$ cat config.mk
export PLATFORM = sky130hd
export DESIGN_NAME = mem_bus_arbiter
export DESIGN_NICKNAME = d
export VERILOG_FILES = /design/src/rtl/mem_bus_arbiter.sv
export SDC_FILE = /design/constraint.sdc
export NUM_CORES = 1
export LEC_CHECK = 0
export CORE_AREA = 2 2 123 125
export DETAILED_ROUTE_END_ITERATION = 16
export DIE_AREA = 0 0 125 127
export DONT_BUFFER_PORTS = 1
export PLACE_DENSITY = 0.37
export SLEW_MARGIN = 20
export SYNTH_ARGS = -nofsm -noshare
export SYNTH_HDL_FRONTEND = slang
export SYNTH_SLANG_ARGS = --single-unit
$ cat constraint.sdc
create_clock -name clk -period 1.35 [get_ports clk]
set_input_delay 0.2025 -clock clk [delete_from_list [all_inputs] [get_ports clk]]
set_output_delay 0.2025 -clock clk [all_outputs]
set_load 0.02 [all_outputs]
$ cat src/rtl/mem_bus_arbiter.sv
// mem_bus_arbiter
//   Shares one SRAM-style memory bus between the instruction-fetch port (IF,
//   read-only) and the MEM-stage data port (load/store with byte mask). One
//   request is latched at a time. The bus is held stable until it completes,
//   and the response is steered back to the requester that owns the bus.
//   The data port has priority. A starvation counter forces an IF grant after
//   STARVE_LIMIT consecutive data grants made while IF was waiting.
//
// Optional build macro: MEM_ARB_PERF_EN adds the perf_igrant, perf_dgrant and
//   perf_stall counter outputs.
//
// Ports
//   clk, reset        clock, synchronous active-high reset
//   excp_flush        pipeline exception flush (drops in-flight fetch data)
//   i_en/i_addr       fetch request (held until i_rdata_valid)
//   i_rdata[_valid]   fetch response, one-cycle valid pulse
//   d_en/d_we/d_addr/d_wmask/d_wdata   data request (held until response)
//   d_rdata[_valid], d_write_finish    data response pulses
//   mem_en/we/addr/wmask/wdata         bus request (registered, stable)
//   mem_rdata[_valid], mem_write_finish  bus completion inputs
//   perf_igrant/perf_dgrant/perf_stall  (MEM_ARB_PERF_EN only) event counters

module mem_bus_arbiter #(
    parameter int unsigned STARVE_LIMIT = 4
) (
    input  logic        clk,
    input  logic        reset,
    input  logic        excp_flush,

    input  logic        i_en,
    input  logic [31:0] i_addr,
    output logic [31:0] i_rdata,
    output logic        i_rdata_valid,

    input  logic        d_en,
    input  logic        d_we,
    input  logic [31:0] d_addr,
    input  logic [3:0]  d_wmask,
    input  logic [31:0] d_wdata,
    output logic [31:0] d_rdata,
    output logic        d_rdata_valid,
    output logic        d_write_finish,

    output logic        mem_en,
    output logic        mem_we,
    output logic [31:0] mem_addr,
    output logic [3:0]  mem_wmask,
    output logic [31:0] mem_wdata,
    input  logic [31:0] mem_rdata,
    input  logic        mem_rdata_valid,
    input  logic        mem_write_finish
`ifdef MEM_ARB_PERF_EN
    ,
    output logic [31:0] perf_igrant,
    output logic [31:0] perf_dgrant,
    output logic [31:0] perf_stall
`endif
);

    localparam logic [3:0] LIMIT = 4'(STARVE_LIMIT);

    typedef enum logic [1:0] {
        IDLE  = 2'd0,
        IBUSY = 2'd1,
        DBUSY = 2'd2
    } state_t;

    // Latched bus request; the bus is driven only from this register.
    typedef struct packed {
        logic        we;
        logic [31:0] addr;
        logic [3:0]  wmask;
        logic [31:0] wdata;
    } bus_req_t;

    state_t   state_q, state_d;
    bus_req_t req_q, req_d;
    logic [3:0] starve_q, starve_d;
    logic     drop_q, drop_d;
    logic     grant_i, grant_d;
    logic     done;

    // ------------------------------------------------------------------
    // Next-state / arbitration
    // ------------------------------------------------------------------
    always_comb begin
        state_d  = state_q;
        req_d    = req_q;
        starve_d = starve_q;
        drop_d   = drop_q;
        grant_i  = 1'b0;
        grant_d  = 1'b0;
        done     = 1'b0;

        case (state_q)
            IDLE: begin
                drop_d = 1'b0;
                // A flush cycle never starts a transaction: the fetch being
                // requested belongs to the squashed path.
                if (!excp_flush) begin
                    if (d_en && (!i_en || (starve_q < LIMIT))) begin
                        grant_d     = 1'b1;
                        state_d     = DBUSY;
                        req_d.we    = d_we;
                        req_d.addr  = d_addr;
                        req_d.wmask = d_wmask;
                        req_d.wdata = d_wdata;
                        if (i_en)
                            starve_d = (starve_q == 4'hF) ? 4'hF : starve_q + 4'd1;
                        else
                            starve_d = 4'd0;
                    end else if (i_en) begin
                        grant_i     = 1'b1;
                        state_d     = IBUSY;
                        req_d.we    = 1'b0;
                        req_d.addr  = i_addr;
                        req_d.wmask = 4'b0000;
                        req_d.wdata = 32'd0;
                        starve_d    = 4'd0;
                    end
                end
            end
            IBUSY: begin
                // Only a read completion ends a fetch.
                done = mem_rdata_valid;
                // The bus cycle must still finish, so a flush just marks the
                // returning data as unwanted.
                if (excp_flush)
                    drop_d = 1'b1;
                if (done) begin
                    state_d = IDLE;
                    drop_d  = 1'b0;
                end
            end
            DBUSY: begin
                // Completion kind follows the latched direction; the other
                // pulse is ignored. Flush does not affect data transactions.
                done = req_q.we ? mem_write_finish : mem_rdata_valid;
                if (done)
                    state_d = IDLE;
            end
            default: begin
                state_d = IDLE;
            end
        endcase
    end

    always_ff @(posedge clk) begin
        if (reset) begin
            state_q  <= IDLE;
            req_q    <= '0;
            starve_q <= 4'd0;
            drop_q   <= 1'b0;
        end else begin
            state_q  <= state_d;
            req_q    <= req_d;
            starve_q <= starve_d;
            drop_q   <= drop_d;
        end
    end

    // ------------------------------------------------------------------
    // Bus outputs: decoded from registered state only, so they are stable
    // for the whole transaction.
    // ------------------------------------------------------------------
    assign mem_en    = (state_q != IDLE);
    assign mem_we    = req_q.we;
    assign mem_addr  = req_q.addr;
    assign mem_wmask = req_q.wmask;
    assign mem_wdata = req_q.wdata;

    // ------------------------------------------------------------------
    // Response steering, same cycle as the bus completion pulse
    // ------------------------------------------------------------------
    always_comb begin
        i_rdata        = 32'd0;
        i_rdata_valid  = 1'b0;
        d_rdata        = 32'd0;
        d_rdata_valid  = 1'b0;
        d_write_finish = 1'b0;
        case (state_q)
            IBUSY: begin
                i_rdata       = mem_rdata;
                // A flush in the completion cycle itself must also squash.
                i_rdata_valid = done & ~drop_q & ~excp_flush;
            end
            DBUSY: begin
                d_rdata        = mem_rdata;
                d_rdata_valid  = done & ~req_q.we;
                d_write_finish = done &  req_q.we;
            end
            default: ;
        endcase
    end

`ifdef MEM_ARB_PERF_EN
    // ------------------------------------------------------------------
    // Performance counters (wrap at 2^32)
    // ------------------------------------------------------------------
    logic i_stall, d_stall;

    // A requester is stalled when it asks but neither wins this cycle nor
    // already owns the bus.
    assign i_stall = i_en & ~grant_i & (state_q != IBUSY);
    assign d_stall = d_en & ~grant_d & (state_q != DBUSY);

    always_ff @(posedge clk) begin
        if (reset) begin
            perf_igrant <= 32'd0;
            perf_dgrant <= 32'd0;
            perf_stall  <= 32'd0;
        end else begin
            if (grant_i)
                perf_igrant <= perf_igrant + 32'd1;
            if (grant_d)
                perf_dgrant <= perf_dgrant + 32'd1;
            if (i_stall | d_stall)
                perf_stall  <= perf_stall + 32'd1;
        end
    end
`endif

endmodule

==> out/metrics.csv <==
stage,metric,value,unit
detailed_routing,vias,3884,
logic_synthesis,syn_area,3600,um2
sta,finalCritPeriodShare,124,%
logic_synthesis,ys_types,28,
worst_setup_path,critPathKind,reg2out,
die,die_area,15900,um2
detailed_routing,viasPerCell,5.39,
logic_synthesis,yosys_most_used_dff,dfxtp_1,
logic_synthesis,ys_top_cells_by_count,"dfxtp_1 (76), and2_1 (66), nor3_1 (64)",
cts,clock-sinks,76,
cts,numCtsBuffers,9,
worst_setup_path,cp-start-kind,register,
cts,tritoncts,done,
finish,regArea,1530,um2
logic_synthesis,yosysTopAreaCellShare,42.3,%
sta,slew_headroom,77.0,%
sta,tightest_slew,345,ps
power,cellLeakagePower,2.47,nW
sta,rsz0062_at_grt,true,
worst_setup_path,worst_ep_required_time,1150,ps
finish,n_antenna_cell,0,
die,design.portCount,277,
placed_design,post-place-cells,638,
logic_synthesis,yosysSeqAreaShare,42.3,%
flow_run,maxCapViolations,0,
worst_setup_path,crit_path_end_kind,primary output,
finish,syn_to_final_growth,84.3,%
grt,grt_overflow,0,
worst_setup_path,r2r_slack,-180,ps
die,die_w,125,um
outcome,violations,"hold timing, setup timing",
outcome,status,"complete, but fails checks",
logic_synthesis,yosys_warnings,0,
worst_setup_path,rr_worst_depth,9,
grt,grt_usage,18.7,%
finish,multi_input_area,2950,um2
logic_synthesis,avgSynthCellArea,7.65,um2
logic_synthesis,ys_ff_latch,76,
sta,hold_violations,74,
worst_hold_path,worstHoldPathType,in2reg,
logic_synthesis,yosysMostFrequentCell,dfxtp_1,
grt,grt_pass1_wl,22700,um
placed_design,dpl_worst_slack,-168,ps
finish,layout-drive-gt1-share,64.2,%
cts,cts_root_buf,clkbuf_16,
die,start_util,24.9,%
detailed_routing,wl,16200,um
finish,nFillCells,1347,
sta,slew_viol_final,0,
worst_setup_path,crit_path_max_fanout,21,
sta,setup_viol,140,
cts,clk_latency,340,ps
placed_design,place_congestion,0.813,
finish,nets,676,
sta,holdWs,-66.4,ps
logic_synthesis,async_reset_ff_share,0,%
sta,final.setup_skew,6.22,ps
die,core,14400,um2
worst_setup_path,cp.arrival,1480,ps
power,power_density,1090,nW/um2
die,rows,44,
detailed_routing,ant_nets,0,
finish,finalNonFillerCells,721,
logic_synthesis,synth_edf_count,0,
detailed_routing,drcViolationCount,0,
sta,period_needed,1680,ps
detailed_routing,drtPass1Iterations,5,
grt,antenna_found_initial,0,
placed_design,port_buffers,0,
die,fp.dieH,127,um
cts,clockBufferDepth,2,
logic_synthesis,ys_top_cells_by_area,"dfxtp_1 (42%), and2_1 (11%), nor3_1 (8.9%)",
sta,fmax,0.596,GHz
grt,grt_max_degree,79,
logic_synthesis,synth_fp_nets,614,
worst_setup_path,critPathLaunch,state_q[1],
detailed_routing,drtIter0Drc,174,
cts,htreeDepth,3,
worst_setup_path,r2r_end,mem_addr[8],
worst_setup_path,regToRegStartpoint,state_q[0],
sta,worst_slack,-329,ps
detailed_routing,wl_per_cell,22.5,um
placed_design,place_hpwl,9110,um
finish,utilization,45.9,%
worst_setup_path,crit_path_end,i_rdata[29],
grt,grt_pass1_vias,3850,
logic_synthesis,synth_cells,470,
power,ir_drop,0.000627,V
cts,clk_pin_slew_worst_paths,70,ps
logic_synthesis,yosysTopAreaCell,dfxtp_1,
==> report_power, final <==
part           switching [W]  internal [W]
Combinational       0.000940       0.00106
Sequential          0.000307       0.00239
Clock                0.00106       0.00146
==> critical path: stages (launching register included) <==
cell,delay (ps)
dfxtp_2,360
inv_4,50
ha_4,160
buf_6,130
buf_4,130
buf_12,140
and2_4,160
==> sequential cells by signal, indices dropped and copies added, names as in the netlist <==
signal,flops
state_q,2
mem_addr,32
mem_we,1
mem_wdata,32
mem_wmask,4
drop_q,1
starve_q,4
==> how the worst min path moves through the flow <==
stage               startpoint             to  slack (ps)  cells past startpoint
global placement         reset  mem_wdata[12]         290                      1
detailed placement       reset   mem_wdata[8]         290                      1
floorplan           excp_flush         drop_q         340                      2
CTS                      reset  mem_wdata[14]         -80                      1
global route             reset   mem_addr[12]         -90                      1
finish                   reset   mem_addr[12]         -70                      1
==> layout make-up <==
class | count | share of cell area [%]
clock buffer | 9 | 3.40
tap | 184 | 3.47
clock inverter | 7 | 1.25
multi-input combinational | 346 | 44.5
inverter | 4 | 0.340
sequential | 76 | 23.1
timing repair buffer | 95 | 24.0
==> through the flow <==
stage	cell area [um2]	setup TNS [ps]	total power, W
after floorplan	3600	0	0.00336
after global placement	3940	-5440	0.00357
after detailed placement	3940	-9140	0.00358
after CTS	5850	-26040	0.00711
after global routing	6630	-32960	0.00754
final	6630	-24990	0.00722
==> metal layers <==
metal  GRT usage (%)  part of all wire (%)  up-vias
met5               0                     0        -
met4            8.63                   2.2        0
met3            4.73                   7.4       27
met2            33.3                    53      203
met1            20.9                    37     1894
li1                -                     -     1760
==> cells by family after synthesis <==
kind of cell | share of synthesized area [%]
simple gates | 41.5
compound gates | 7.83
buf+inv | 6.92
flops | 42.3
fa+ha+maj | 1.39
==> layout by cell type, fill, tap and decap left out, types with 14 or more instances in the layout <==
| master | n |
|---|---|
| a21oi_2 | 37 |
| and2_4 | 66 |
| buf_12 | 33 |
| buf_4 | 18 |
| buf_6 | 21 |
| clkbuf_16 | 15 |
| dfxtp_1 | 73 |
| nand2_4 | 25 |
| nand3_1 | 28 |
| nor2_1 | 31 |
| nor3_1 | 20 |
| nor3_2 | 28 |
| nor3_4 | 16 |
| nor4_1 | 18 |
| nor4_2 | 14 |
==> repair_timing <==
item	CTS	global route
setup endpoints to repair	143	143
cloned	25	7
buffers inserted	30	24
resized for setup	244	190
pin swaps	60	81
hold endpoints to repair	76	76
Power figures use the tool's default switching activity.
